$ cat config.mk
export PLATFORM = sky130hd
export DESIGN_NAME = instruction_fetch_flat
export DESIGN_NICKNAME = d
export VERILOG_FILES = /design/src/rtl/instruction_fetch_if.sv /design/src/rtl/instruction_fetch.sv /design/src/flat_wrapper.sv
export SDC_FILE = /design/constraint.sdc
export NUM_CORES = 1
export LEC_CHECK = 0
export CORE_ASPECT_RATIO = 0.7
export CORE_MARGIN = 2
export CORE_UTILIZATION = 60
export DETAILED_ROUTE_END_ITERATION = 7
export DONT_BUFFER_PORTS = 1
export PLACE_DENSITY = 0.81
export SLEW_MARGIN = 15
export SYNTH_ARGS = -nofsm -noshare
export SYNTH_HDL_FRONTEND = slang
export SYNTH_SLANG_ARGS = --single-unit
$ cat constraint.sdc
create_clock -name clk -period 3.75 [get_ports clk]
set_clock_uncertainty 0.2 [all_clocks]
set_input_delay 1.125 -clock clk [delete_from_list [all_inputs] [get_ports clk]]
set_output_delay 1.125 -clock clk [all_outputs]
set_load 0.1 [all_outputs]
$ cat src/rtl/instruction_fetch_if.sv
// Fetch-stage bus: instruction memory port, execute redirect, and decode handshake.
interface instruction_fetch_if #(
    parameter int unsigned ADDR_WIDTH = 12,
    parameter int unsigned DATA_WIDTH = 32,
    parameter int unsigned XLEN       = 32
);
    logic [ADDR_WIDTH-1:0] imem_addr;
    logic [DATA_WIDTH-1:0] imem_data;
    logic                  redirect_valid;
    logic [XLEN-1:0]       redirect_pc;
    logic                  id_valid;
    logic                  id_ready;
    logic [DATA_WIDTH-1:0] id_instr;
    logic [XLEN-1:0]       id_pc;
    logic                  id_fault;
    logic                  redirect_misaligned;

    // Fetch unit side
    modport master (
        output imem_addr, id_valid, id_instr, id_pc, id_fault, redirect_misaligned,
        input  imem_data, redirect_valid, redirect_pc, id_ready
    );

    // Memory / execute / decode side
    modport slave (
        input  imem_addr, id_valid, id_instr, id_pc, id_fault, redirect_misaligned,
        output imem_data, redirect_valid, redirect_pc, id_ready
    );
endinterface

$ cat src/rtl/instruction_fetch.sv
// PC generator and fetch front end: hides the 1-cycle instruction memory latency,
// absorbs decode back-pressure in a 1-entry buffer, and applies execute redirects.
module instruction_fetch #(
    parameter int unsigned   ADDR_WIDTH = 12,
    parameter int unsigned   DATA_WIDTH = 32,
    parameter int unsigned   XLEN       = 32,
    parameter bit [XLEN-1:0] RESET_PC   = '0
) (
    input logic                 clk,
    input logic                 reset_n,
    instruction_fetch_if.master bus
);
    logic [XLEN-1:0]       pc_q, pc_d;
    logic                  infl_valid_q, infl_valid_d;
    logic [XLEN-1:0]       infl_pc_q, infl_pc_d;
    logic                  hold_valid_q, hold_valid_d;
    logic [DATA_WIDTH-1:0] hold_instr_q, hold_instr_d;
    logic [XLEN-1:0]       hold_pc_q, hold_pc_d;
    logic                  misaligned_q, misaligned_d;

    logic                  id_valid_c;
    logic                  stall_c;
    logic [XLEN-1:0]       offer_pc_c;
    logic [DATA_WIDTH-1:0] offer_instr_c;

    // Offer source: stall buffer first, then the in-flight memory response.
    // A same-cycle redirect kills the offer since it is younger than the branch.
    assign id_valid_c    = reset_n && !bus.redirect_valid && (hold_valid_q || infl_valid_q);
    assign offer_pc_c    = hold_valid_q ? hold_pc_q    : infl_pc_q;
    assign offer_instr_c = hold_valid_q ? hold_instr_q : bus.imem_data;
    assign stall_c       = id_valid_c && !bus.id_ready;

    assign bus.imem_addr           = pc_q[ADDR_WIDTH+1:2];
    assign bus.id_valid            = id_valid_c;
    assign bus.id_instr            = id_valid_c ? offer_instr_c : '0;
    assign bus.id_pc               = id_valid_c ? offer_pc_c : '0;
    assign bus.id_fault            = id_valid_c && ((offer_pc_c >> (ADDR_WIDTH + 2)) != '0);
    assign bus.redirect_misaligned = misaligned_q && reset_n;

    // Next-state: redirect beats stall; a stalled infl response moves into hold and
    // its successor request is squashed so the same address is re-issued.
    always_comb begin
        pc_d         = pc_q;
        infl_valid_d = 1'b0;
        infl_pc_d    = infl_pc_q;
        hold_valid_d = hold_valid_q;
        hold_instr_d = hold_instr_q;
        hold_pc_d    = hold_pc_q;
        misaligned_d = 1'b0;
        if (bus.redirect_valid) begin
            pc_d         = {bus.redirect_pc[XLEN-1:2], 2'b00};
            hold_valid_d = 1'b0;
            misaligned_d = |bus.redirect_pc[1:0];
        end else if (stall_c && !hold_valid_q) begin
            hold_valid_d = 1'b1;
            hold_instr_d = bus.imem_data;
            hold_pc_d    = infl_pc_q;
        end else if (stall_c) begin
            hold_valid_d = 1'b1;
        end else begin
            hold_valid_d = 1'b0;
            infl_valid_d = 1'b1;
            infl_pc_d    = pc_q;
            pc_d         = pc_q + XLEN'(4);
        end
    end

    // State register with synchronous active-low reset
    always_ff @(posedge clk) begin
        if (!reset_n) begin
            pc_q         <= RESET_PC;
            infl_valid_q <= 1'b0;
            infl_pc_q    <= '0;
            hold_valid_q <= 1'b0;
            hold_instr_q <= '0;
            hold_pc_q    <= '0;
            misaligned_q <= 1'b0;
        end else begin
            pc_q         <= pc_d;
            infl_valid_q <= infl_valid_d;
            infl_pc_q    <= infl_pc_d;
            hold_valid_q <= hold_valid_d;
            hold_instr_q <= hold_instr_d;
            hold_pc_q    <= hold_pc_d;
            misaligned_q <= misaligned_d;
        end
    end
endmodule

$ cat src/flat_wrapper.sv
// flat-port wrapper written by rule: the top's interface ports become plain ports
module instruction_fetch_flat 
#(
    parameter int unsigned   ADDR_WIDTH = 12,
    parameter int unsigned   DATA_WIDTH = 32,
    parameter int unsigned   XLEN       = 32,
    parameter bit [XLEN-1:0] RESET_PC   = '0
)
  (clk, reset_n, bus_imem_addr, bus_id_valid, bus_id_instr, bus_id_pc, bus_id_fault, bus_redirect_misaligned, bus_imem_data, bus_redirect_valid, bus_redirect_pc, bus_id_ready);
  instruction_fetch_if #(.ADDR_WIDTH(ADDR_WIDTH), .DATA_WIDTH(DATA_WIDTH), .XLEN(XLEN)) bus_i ();
  input logic clk;
  input logic reset_n;
  output wire logic [$bits(bus_i.imem_addr)-1:0] bus_imem_addr;
  output wire logic [$bits(bus_i.id_valid)-1:0] bus_id_valid;
  output wire logic [$bits(bus_i.id_instr)-1:0] bus_id_instr;
  output wire logic [$bits(bus_i.id_pc)-1:0] bus_id_pc;
  output wire logic [$bits(bus_i.id_fault)-1:0] bus_id_fault;
  output wire logic [$bits(bus_i.redirect_misaligned)-1:0] bus_redirect_misaligned;
  input wire logic [$bits(bus_i.imem_data)-1:0] bus_imem_data;
  input wire logic [$bits(bus_i.redirect_valid)-1:0] bus_redirect_valid;
  input wire logic [$bits(bus_i.redirect_pc)-1:0] bus_redirect_pc;
  input wire logic [$bits(bus_i.id_ready)-1:0] bus_id_ready;
  assign bus_imem_addr = bus_i.imem_addr;
  assign bus_id_valid = bus_i.id_valid;
  assign bus_id_instr = bus_i.id_instr;
  assign bus_id_pc = bus_i.id_pc;
  assign bus_id_fault = bus_i.id_fault;
  assign bus_redirect_misaligned = bus_i.redirect_misaligned;
  assign bus_i.imem_data = bus_imem_data;
  assign bus_i.redirect_valid = bus_redirect_valid;
  assign bus_i.redirect_pc = bus_redirect_pc;
  assign bus_i.id_ready = bus_id_ready;
  instruction_fetch #(.ADDR_WIDTH(ADDR_WIDTH), .DATA_WIDTH(DATA_WIDTH), .XLEN(XLEN), .RESET_PC(RESET_PC)) u_core (.clk(clk), .reset_n(reset_n), .bus(bus_i));
endmodule
==> results.json <==
{
  "io_pins": 147,
  "grt_pass1_wl_mm": 31.33,
  "cts_buffers": 17,
  "vias": 6374,
  "initial_core_util": 0.6087,
  "finalCritPeriodShare": 0.9731,
  "tns_ns": 0,
  "dieArea_sq_um": 11230,
  "drive_above_1_share": 0.2341,
  "drc_errors": 0,
  "hold_buffers": 0,
  "r2r_slack_ns": 1.22,
  "drt-pass1-iter-count": 5,
  "cp_max_fo": 39,
  "worst_setup_path_end_kind": "output port",
  "setup_viol": 0,
  "io_buffer_count": 0,
  "hold_violations": 0,
  "synth_cells": 817,
  "overflow": 0,
  "grt_usage": 0.3513,
  "synth_edf_count": 0,
  "clk-insertion-delay-late_ns": 0.43,
  "drt_wl_total_mm": 19.77,
  "coreArea_sq_um": 10240,
  "ys_seq_area_frac": 0.4014,
  "cts_sinks": 125,
  "place_area_sq_um": 7978,
  "dpl.cell_count": 963,
  "viasPerCell": 6.406,
  "postSynthAreaPerCell_sq_um": 7.630,
  "post-dp-hpwl_mm": 13.05,
  "grt_pass1_vias": 6275,
  "crit_path_start": "reset_n",
  "worstSetupEndpoint": "bus_id_fault",
  "slew_headroom": 0.5412,
  "worstMarginPinSlew_ns": 0.6882,
  "hold_slack_ns": 0.2558,
  "antenna_cells": 0,
  "gp_congestion": 0.9328,
  "detail-route-antenna-nets": 0,
  "drv_slew": 0,
  "die_w_um": 125.8,
  "place_ws_ns": 0.1441,
  "rr_startpoint": "u_core.hold_valid_q$_SDFF_PP0_",
  "synth.distinct_cells": 49,
  "ctsResizeCount": 0,
  "fin_ws_ns": 0.1007,
  "fp.dieH_um": 89.28,
  "powerDensity_nw_per_um2": 404.0,
  "max_freq_mhz": 274.0,
  "arrival_ns": 2.32,
  "hp-class": "flip-flop to flip-flop",
  "final_cell_area_sq_um": 8548,
  "wl_per_cell_um": 19.87,
  "nNetsFinal": 919,
  "worstSetupPathType": "input port to output port",
  "area_delta_synth_final_pct": 37.13,
  "grt_max_degree": 68,
  "rsz0062_at_grt": "no",
  "cts_setup_buffers": 0,
  "worst-r2r-cell-count": 5,
  "fp-row-count": 31,
  "cts-root-buf": "clkbuf_16",
  "netlist_area_sq_um": 6233,
  "cts_buffer_depth": 2,
  "cts_tree": "built",
  "yosys_warnings": 0,
  "antenna_found_initial": 0,
  "drtIter0Drc": 699,
  "peakVddDrop_v": 0.0004273,
  "clkTransAtPathRegs_ns": 0.05,
  "leakagePower_nw": 2.672,
  "ys.flop_type": "dfxtp_1",
  "period_needed_ns": 3.649,
  "htree_num_levels": 4,
  "maxCapViolations": 0,
  "r2r-end": "u_core.hold_pc_q[27]$_SDFFE_PN0P_",
  "stdcell_count": 995,
  "start_kind": "input port",
  "status": "finished clean",
  "synthArstFlopShare": 0,
  "ys_ff_latch": 125,
  "required_ns": 2.42
}
## power breakdown
group	internal (mW)	total [mW]	switching, mW	leakage (nW)
clock network	0.945	1.57	0.630	0.273
registers	1.37	1.42	0.0510	1.02
logic	0.125	0.455	0.330	1.38
total	2.44	3.45	1.01	2.67
## metrics by stage
step | utilization | power (mW)
4_1_cts | 0.8348 | 3.445
2_1_floorplan | - | 1.807
6_report | 0.8348 | 3.453
3_3_place_gp | 0.7791 | 1.877
3_5_place_dp | 0.7791 | 1.894
5_1_grt | 0.8348 | 3.542
## cells in the mapped netlist (6+ instances only)
master / instances / area [sq um]
buf_1: 6 / 22.52
nor2_1: 74 / 277.8
and4_1: 6 / 52.55
o21ai_0: 26 / 130.1
buf_2: 15 / 75.07
clkbuf_1: 39 / 146.4
nand3_1: 15 / 75.07
nand2_1: 197 / 739.5
nor4_1: 13 / 81.33
nor3_1: 6 / 30.03
and3_1: 6 / 37.54
a21oi_1: 106 / 530.5
buf_4: 16 / 120.1
or4_1: 8 / 60.06
a31oi_1: 10 / 62.56
dfxtp_1: 125 / 2502
mux2i_1: 62 / 620.6
nand4_1: 16 / 100.1
a211oi_1: 7 / 52.55
o31ai_1: 6 / 45.04
## state kept, by name, summed over array words and instances (netlist names)
signal,flops
u_core.hold_instr_q,32
u_core.hold_pc_q,30
u_core.hold_valid_q,1
u_core.infl_pc_q,30
u_core.infl_valid_q,1
u_core.misaligned_q,1
u_core.pc_q,30
## placed cells by master (no fill, tap or decap), types with 6 or more instances in the layout
cell type,n
a21oi_1,105
nand3_1,15
nor4_1,13
nand4_1,16
buf_12,60
a31oi_1,10
nand2_1,197
o21ai_0,25
o31ai_1,6
clkbuf_16,18
nor2_4,62
or4_1,7
and3_1,6
and4_1,6
nor2_1,12
mux2i_1,62
buf_4,29
dfxtp_1,124
a211oi_1,7
## worst max-delay path, stage by stage
cell and delay, ns:
nor2b_4 0.24, o21ai_4 0.20, buf_12 0.27, nor3_4 0.22, buf_12 0.20
## logic make-up after synthesis
logic type               Yosys count  synth area share
multiplexers                      62           0.09956
XOR/XNOR                          10           0.01405
adder cells (fa/ha/maj)            1          0.002007
AO/OA/AOI/OAI                    175            0.1616
buffers and inverters             81           0.06142
AND/OR/NAND/NOR                  362            0.2593
flip-flops                       125            0.4014
other                              1         0.0006016
## routing by layer
layer  GRT usage  vias up  routed length [um]  part of all wire
met5           0        -                   0                 0
met4      0.1369        0                 571             0.029
met3     0.07959       60                1562             0.079
met2      0.6285      329               10100              0.51
met1      0.4214     3089                7531              0.38
li1            -     2896                   -                 -
## how the worst min path moves through the flow
stage                                               startpoint                                    to  slack [ns]  cells past startpoint
after floorplan            u_core.hold_instr_q[0]$_SDFFE_PN0P_   u_core.hold_instr_q[0]$_SDFFE_PN0P_        0.24                      2
final                         u_core.hold_pc_q[3]$_SDFFE_PN0P_      u_core.hold_pc_q[3]$_SDFFE_PN0P_        0.26                      2
after detailed placement  u_core.hold_instr_q[30]$_SDFFE_PN0P_  u_core.hold_instr_q[30]$_SDFFE_PN0P_        0.25                      2
after global routing       u_core.hold_instr_q[0]$_SDFFE_PN0P_   u_core.hold_instr_q[0]$_SDFFE_PN0P_        0.28                      2
after CTS                 u_core.hold_instr_q[30]$_SDFFE_PN0P_  u_core.hold_instr_q[30]$_SDFFE_PN0P_        0.26                      2
after global placement        u_core.hold_pc_q[6]$_SDFFE_PN0P_      u_core.hold_pc_q[6]$_SDFFE_PN0P_        0.24                      2
## area by class of cell
class                   count  area [sq um]
fillers                   603          1692
clock buffers              18         450.4
repair buffers             89          1419
well taps                 132         165.2
clock inverters            14         120.1
flip-flops and latches    125          2506
multi-input cells         612          3865
inverters                   5         22.52
Note: power is estimated with default switching activity, not from simulation.
